$ cat src/rtl/rv32i_mem_arbiter.sv
// Shares one memory port between the core's fetch and data sides: data access
// first (if any), then the fetch at the current PC, then a one-cycle valid pulse.
module rv32i_mem_arbiter #(
   parameter int unsigned ACK_TIMEOUT = 16,
   parameter logic [31:0] NOP_INSTR   = 32'h0000_0013
) (
   input  logic        clk_i,
   input  logic        reset_i,
   input  logic [31:0] imem_add_i,
   output logic [31:0] imem_data_o,
   output logic        imem_valid_o,
   input  logic [31:0] dmem_add_i,
   input  logic [31:0] dmem_di_i,
   input  logic        dmem_we_i,
   input  logic        dmem_re_i,
   input  logic [3:0]  dmem_ble_i,
   output logic [31:0] dmem_do_o,
   output logic        mem_req_o,
   output logic        mem_we_o,
   output logic [3:0]  mem_be_o,
   output logic [31:0] mem_add_o,
   output logic [31:0] mem_wdata_o,
   input  logic [31:0] mem_rdata_i,
   input  logic        mem_ack_i,
   output logic        bus_err_o
);

   localparam int unsigned CW = (ACK_TIMEOUT > 2) ? $clog2(ACK_TIMEOUT) : 1;

   typedef enum logic [1:0] {S_IDLE, S_DATA, S_FETCH, S_DONE} state_t;

   state_t        state, state_n;
   logic [CW-1:0] cnt, cnt_n;
   logic          req_n, we_n, err_n;
   logic [3:0]    be_n;
   logic [31:0]   add_n, wdata_n, idata_n, ddata_n;
   logic          timeout;

   assign timeout      = (cnt == CW'(ACK_TIMEOUT - 1)) && !mem_ack_i;
   assign imem_valid_o = (state == S_DONE);

   always_comb begin
      state_n = state;
      cnt_n   = cnt;
      req_n   = mem_req_o;
      we_n    = mem_we_o;
      be_n    = mem_be_o;
      add_n   = mem_add_o;
      wdata_n = mem_wdata_o;
      idata_n = imem_data_o;
      ddata_n = dmem_do_o;
      err_n   = bus_err_o;
      case (state)
         S_IDLE: begin
            req_n = 1'b1;
            cnt_n = '0;
            if (dmem_we_i || dmem_re_i) begin
               state_n = S_DATA;
               we_n    = dmem_we_i;
               be_n    = dmem_we_i ? dmem_ble_i : 4'hF;
               add_n   = dmem_add_i & ~32'h3;
               wdata_n = dmem_di_i;
            end else begin
               state_n = S_FETCH;
               we_n    = 1'b0;
               be_n    = 4'hF;
               add_n   = imem_add_i & ~32'h3;
            end
         end
         S_DATA: begin
            if (mem_ack_i || timeout) begin
               // mem_we_o still holds the kind of the access being completed
               if (!mem_we_o) ddata_n = mem_ack_i ? mem_rdata_i : '0;
               if (!mem_ack_i) err_n = 1'b1;
               state_n = S_FETCH;
               cnt_n   = '0;
               we_n    = 1'b0;
               be_n    = 4'hF;
               add_n   = imem_add_i & ~32'h3;
            end else begin
               cnt_n = cnt + 1'b1;
            end
         end
         S_FETCH: begin
            if (mem_ack_i || timeout) begin
               idata_n = mem_ack_i ? mem_rdata_i : NOP_INSTR;
               if (!mem_ack_i) err_n = 1'b1;
               state_n = S_DONE;
               req_n   = 1'b0;
               we_n    = 1'b0;
            end else begin
               cnt_n = cnt + 1'b1;
            end
         end
         S_DONE: begin
            state_n = S_IDLE;
         end
         default: begin
            state_n = S_IDLE;
            req_n   = 1'b0;
         end
      endcase
   end

   always_ff @(posedge clk_i) begin
      if (reset_i) begin
         state       <= S_IDLE;
         cnt         <= '0;
         mem_req_o   <= 1'b0;
         mem_we_o    <= 1'b0;
         mem_be_o    <= '0;
         mem_add_o   <= '0;
         mem_wdata_o <= '0;
         imem_data_o <= NOP_INSTR;
         dmem_do_o   <= '0;
         bus_err_o   <= 1'b0;
      end else begin
         state       <= state_n;
         cnt         <= cnt_n;
         mem_req_o   <= req_n;
         mem_we_o    <= we_n;
         mem_be_o    <= be_n;
         mem_add_o   <= add_n;
         mem_wdata_o <= wdata_n;
         imem_data_o <= idata_n;
         dmem_do_o   <= ddata_n;
         bus_err_o   <= err_n;
      end
   end

endmodule

$ cat config.mk
export PLATFORM = sky130hd
export DESIGN_NAME = rv32i_mem_arbiter
export DESIGN_NICKNAME = d
export VERILOG_FILES = /design/src/rtl/rv32i_mem_arbiter.sv
export SDC_FILE = /design/constraint.sdc
export NUM_CORES = 1
export LEC_CHECK = 0
export CORE_ASPECT_RATIO = 1.75
export CORE_UTILIZATION = 43
export DETAILED_ROUTE_END_ITERATION = 8
export GPL_ROUTABILITY_DRIVEN = 0
export GPL_TIMING_DRIVEN = 0
export PLACE_DENSITY = 0.85
export SLEW_MARGIN = 20
export SYNTH_ARGS = -nofsm -noshare
export SYNTH_HDL_FRONTEND = slang
export SYNTH_SLANG_ARGS = --single-unit
$ cat constraint.sdc
create_clock -name clk_i -period 2.4 [get_ports clk_i]
set_input_delay 0.6 -clock clk_i [delete_from_list [all_inputs] [get_ports clk_i]]
set_output_delay 0.6 -clock clk_i [all_outputs]
set_load 0.02 [all_outputs]
==> run summary, run 1 <==
Top Ports: 273
YS warnings: 0
Gate power share: 0.452
Post-Route WL: 17200 um
CTS HTree Levels: 4
Row count: 54
WS Path Type: reg -> out
Clk_lat worst skew: 410 ps
Hold buffers post-CTS: 0
N_diodes: 0
Area leader, netlist: dfxtp_1
Layout fillers: 990
Clock Tree Buf Depth: 2
Mean Syn Cell Area: 8.85 um2
Routed via count: 5556
Max-cap violation count: 0
Mapped Cells: 616
Layout cells sized above 1: 0.0875
HPWL after DPL: 13200 um
Die H: 151 um
Post-CTS sizing: 0
Routed Antenna Nets: 0
DR DRC count: 0
Clk root buf: clkbuf_16
Most common cell after layout, fill and taps aside: clkdlybuf4s50_1
Final min period: 2260 ps
Drt pass-1 iters: 5
Total GRT Usage: 0.259
Count of different cell masters after synthesis: 38
RSZ-0062 raised after global routing: false
Post-Syn Area: 0.00545 mm2
Slew headroom: 0.585
PwrDens: 1150 mW/mm2
Actual slew at the worst max-slew pin: 623 ps
Vias in the first global route: 5410
Total leakage power: 3.29 nW
Die width: 87.1 um
CTS clk-pin slew, worst paths: 60 ps
Proportion of netlist area held by the largest area contributor: 0.510
Clock sink count: 139
Tot Pwr: 10.2 mW
Worst endpoint data arrival time: 1660 ps
Worst Path Required: 1800 ps
Final setup viols: 0
Synth Register Bits: 139
Register share of total power: 0.304
DR vias/cell: 5.13
Peak supply drop: 0.868 mV
Power Internal: 6.22 mW
Psw: 3.97 mW
CTS tree: built
Synth area leaders: dfxtp_1 51%, nand2_1 11%, a21oi_1 6.2%
Clock share of power: 0.244
Initial Util: 0.439
Fin. max-slew vios: 0
Initial DRC Count: 218
Switching Share: 0.390
Wire length per cell: 15.9 um
Seq/Total Area, Yosys: 0.510
Skew final: 15.6 ps
First-pass GRT wire length: 26200 um
Endpoint class of the critical path: primary output
Final period util: 0.943
Die area: 0.0132 mm2
Grt ovf: 0
Postcts setup bufs: 0
Worst setup SP type: register
Most frequent cells in the layout: 265 x clkdlybuf4s50_1, 159 x nand2_1, 139 x dfxtp_1
Core ar.: 0.0124 mm2
Outcome: finished, final reports clean
Initial antenna violation count: 0
Area grow syn2layout: 63.0%
Num CTS Buffers: 17
Largest net degree at the start of global routing: 17
Maximum clock frequency: 0.442 GHz
Final Hold Viols: 0
Net count, final: 1044
TNS Setup: 0 ps
Port bufs: 265
CP max FO: 5
Hold Path Class: reg -> reg
[metal layers]
metal,wire [um],share of wire,global-route usage,vias to the layer above
met5,0,0,0,-
met4,565,0.033,0.129,0
met3,909,0.053,0.0632,34
met2,9620,0.56,0.496,211
met1,6090,0.35,0.251,2584
li1,-,-,-,2727
[worst max-delay path, stage by stage (launching register included)]
cell and delay, ps:
dfxtp_1 390, ha_1 210, clkdlybuf4s50_1 660
[state kept, by name (all words and copies together) (netlist names)]
| name | flops |
|---|---|
| dmem_do_o | 32 |
| imem_data_o | 32 |
| mem_wdata_o | 32 |
| mem_add_o | 30 |
| cnt | 4 |
| mem_be_o | 4 |
| state | 2 |
| bus_err_o | 1 |
| mem_req_o | 1 |
| mem_we_o | 1 |
[cells by family after synthesis]
family / count (synthesis) / synth area share
AND/OR/NAND/NOR: 255 / 0.191
AO/OA/AOI/OAI: 153 / 0.223
flip-flops: 139 / 0.510
buffers and inverters: 61 / 0.0599
adder cells (fa/ha/maj): 6 / 0.0138
XOR/XNOR: 1 / 0.00161
other: 1 / 0.000688
[synthesized netlist by cell type, drive strengths merged]
cell and count:
nand2 159, dfxtp 139, a21oi 69, nor2 52, nand3 34, a311oi 30
a32o 29, clkbuf 28, buf 26, inv 7, a211oi 6, ha 6
o21ai 5, a31oi 4, nor2b 3, o22a 3, a21o 2, a22oi 1
a2bb2oi 1, a31o 1, a32oi 1, and3 1, conb 1, nand2b 1
nand3b 1, nand4 1, nor3b 1, o32ai 1, or2 1, or3 1
xnor2 1
[power groups by stage]
stage	Combinational [mW]	Clock, mW	Sequential (mW)
floorplan	2.23	0	3.71
global placement	4.56	0	3.11
detailed placement	4.61	0	3.14
CTS	4.63	2.52	3.10
global route	5.00	2.64	3.16
finish	4.61	2.49	3.10
[per-stage QoR]
| stage | util | worst slack, ps | cell area (um2) | std cells | hold WS (ps) |
|---|---|---|---|---|---|
| floorplan | - | 786 | 5460 | 617 | 480 |
| global placement | 0.669 | 58.3 | 8320 | 1050 | 438 |
| detailed placement | 0.669 | 10.2 | 8320 | 1050 | 447 |
| CTS | 0.715 | 129 | 8890 | 1082 | 455 |
| global route | 0.715 | 70.8 | 8890 | 1082 | 465 |
| finish | 0.715 | 136 | 8890 | 1082 | 454 |
[cell type report]
| type | instances | area [um2] | share of cell area |
|---|---|---|---|
| buffer | 54 | 300 | 0.0338 |
| clock inverter | 14 | 129 | 0.0145 |
| clock buffer | 18 | 439 | 0.0494 |
| sequential | 139 | 2780 | 0.313 |
| multi-input combinational | 417 | 2350 | 0.264 |
| inverter | 7 | 26.3 | 0.00296 |
| timing repair buffer | 265 | 2650 | 0.299 |
| tap | 168 | 210 | 0.0237 |
[worst paths after layout]
path	start	endpoint	slack [ps]	cells after the start
min	mem_wdata_o[31]	mem_wdata_o[31]	450	2
max	state[1]	imem_valid_o	140	2
min reg2reg	mem_wdata_o[31]	mem_wdata_o[31]	450	2
max reg2reg	state[1]	mem_add_o[28]	390	7
(Power assumes the default switching activity.)
==> inputs of run 2 (changes only) <==
- SKIP_CTS_REPAIR_TIMING: default -> 1
==> results of run 2 <==
Final layout, timing and power as in run 1 (identical DEF).
==> inputs of run 3 (changes only) <==
--- a/config.mk
+++ b/config.mk
@@ -6,4 +6,5 @@
 export NUM_CORES = 1
 export LEC_CHECK = 0
+export CAP_MARGIN = 10
 export CORE_ASPECT_RATIO = 1.75
 export CORE_UTILIZATION = 43
==> constraint.sdc (replaced) <==
create_clock -name clk_i -period 2.4 [get_ports clk_i]
set_input_delay 0.6 -clock clk_i [delete_from_list [all_inputs] [get_ports clk_i]]
set_output_delay 0.6 -clock clk_i [all_outputs]
set_load 0.1 [all_outputs]
==> run 3 against run 2 <==
Flip-flop and latch count unchanged. Worst hold slack worse by 2.0 ps. Via count up 0.41%. Final area up 3.7%. Critical endpoint is now mem_we_o.
==> run summary, run 3 (same netlist as run 1, synthesis figures left out) <==
Layout cells sized above 1: 0.0886 (+0.00109)
Clock sink count: 139 (unchanged)
CTS tree: built
HPWL after DPL: 13200 um (unchanged)
Final setup viols: 0 (unchanged)
Slew headroom: 0.281 (-0.303)
Die H: 151 um (unchanged)
Worst Path Required: 1800 ps (about the same)
DR vias/cell: 5.16 (+0.41%)
Most frequent cells in the layout: 159 x nand2_1, 139 x dfxtp_1, 133 x dlymetal6s2s_1
Flop2flop setup slack: 390 ps (about the same)
Initial DRC Count: 228 (+4.6%)
Vias in the first global route: 5410 (unchanged)
Largest net degree at the start of global routing: 17 (unchanged)
Clock Tree Buf Depth: 2 (unchanged)
N_diodes: 0 (unchanged)
Final Hold Viols: 0 (unchanged)
Area grow syn2layout: 69.0%
Crit-path cells: dlymetal6s2s_1
Bufs and invs on worst path: 1 (unchanged)
Critical path's largest stage delay: 800 ps (+140 ps)
Largest regs: dmem_do_o (32), imem_data_o (32), mem_wdata_o (32)
Final min period: 2240 ps (-21.9 ps)
Drt pass-1 iters: 4 (-1)
Initial antenna violation count: 0 (unchanged)
CTS HTree Levels: 4 (unchanged)
Final period util: 0.934 (-0.00913)
Endpoint class of the critical path: primary output
Row count: 54 (unchanged)
Hold Path Class: reg -> reg
Layout fillers: 923 (-6.8%)
Peak supply drop: 1.19 mV (+37%)
WS Path Type: reg -> out
Routed via count: 5579 (+0.41%)
Most common cell after layout, fill and taps aside: nand2_1
RSZ-0062 raised after global routing: false
TNS Setup: 0 ps (unchanged)
Routed Antenna Nets: 0 (unchanged)
CP max FO: 5 (unchanged)
Max-cap violation count: 0 (unchanged)
Crit path max-delay family: buffers and inverters
Die width: 87.1 um (unchanged)
WHS: 452 ps (-1.95 ps)
Worst setup SP type: register
First-pass GRT wire length: 26200 um (unchanged)
Clk_lat worst skew: 410 ps (about the same)
Maximum clock frequency: 0.446 GHz (+0.98%)
Worst endpoint data arrival time: 1640 ps (-20 ps)
Num CTS Buffers: 17 (unchanged)
Clk root buf: clkbuf_16
Core ar.: 0.0124 mm2 (unchanged)
Top Ports: 273 (unchanged)
Total leakage power: 5.44 nW (+66%)
Initial Util: 0.439 (unchanged)
Port bufs: 265 (unchanged)
PwrDens: 1410 mW/mm2 (+23%)
Grt ovf: 0 (unchanged)
Wire length per cell: 16.5 um (+4.1%)
CTS clk-pin slew, worst paths: 60 ps (about the same)
Die area: 0.0132 mm2 (unchanged)
DR DRC count: 0 (unchanged)
Post-Route WL: 17900 um (+4.1%)
Worst path slowest cell: dlymetal6s2s_1
Fin. max-slew vios: 0 (unchanged)
Actual slew at the worst max-slew pin: 1080 ps (+453 ps)
Net count, final: 1044 (unchanged)
Outcome: finished, final reports clean
Total GRT Usage: 0.259 (unchanged)
Skew final: 12.7 ps (-2.84 ps)
-- run 3: cell types whose count changed in the layout (fill, tap and decap cells not counted), sizes merged --
cell / delta
clkbuf: +1
clkdlybuf4s50: -134
dlymetal6s2s: +133
-- run 3: report_power, final --
| group | internal (mW) | leakage (nW) | switching (mW) |
|---|---|---|---|
| clock network | 1.39 | 0.275 | 1.09 |
| registers | 2.83 | 1.14 | 0.256 |
| logic | 1.95 | 4.03 | 5.52 |
-- run 3: routing by layer --
metal / track usage / wire, um / vias up
met2: 0.496 / 9910 / 220
met5: 0 / 0 / -
met1: 0.251 / 6190 / 2584
li1: - / - / 2730
met4: 0.129 / 741 / 0
met3: 0.0632 / 1040 / 45
-- run 3: final cells by class --
cell class / count / area (um2) / share of cell area
timing repair buffer: 265 / 2980 / 0.323
sequential: 139 / 2780 / 0.302
multi-input combinational: 417 / 2350 / 0.255
clock buffer: 18 / 439 / 0.0477
buffer: 54 / 300 / 0.0326
tap: 168 / 210 / 0.0228
clock inverter: 14 / 129 / 0.0140
inverter: 7 / 26.3 / 0.00285
-- run 3: path summary, 6_finish.rpt --
path | start | to | depth (start not counted)
worst max-delay path | mem_we_o | mem_we_o | 1
worst min-delay path | dmem_do_o[19] | dmem_do_o[19] | 2
worst max register to register | state[1] | mem_add_o[28] | 7
worst min register to register | dmem_do_o[19] | dmem_do_o[19] | 2
-- run 3: per-stage QoR --
stage          setup slack [ps]  area [um2]   util  total power, mW  cells
5_1_grt                     106        9210  0.741             13.6   1082
4_1_cts                    -402        8890  0.715             13.1   1082
2_1_floorplan               637        5460      -             8.83    617
3_5_place_dp               10.2        8320  0.669             10.6   1050
6_report                    158        9210  0.741             13.0   1082
3_3_place_gp               45.4        8320  0.669             10.6   1050
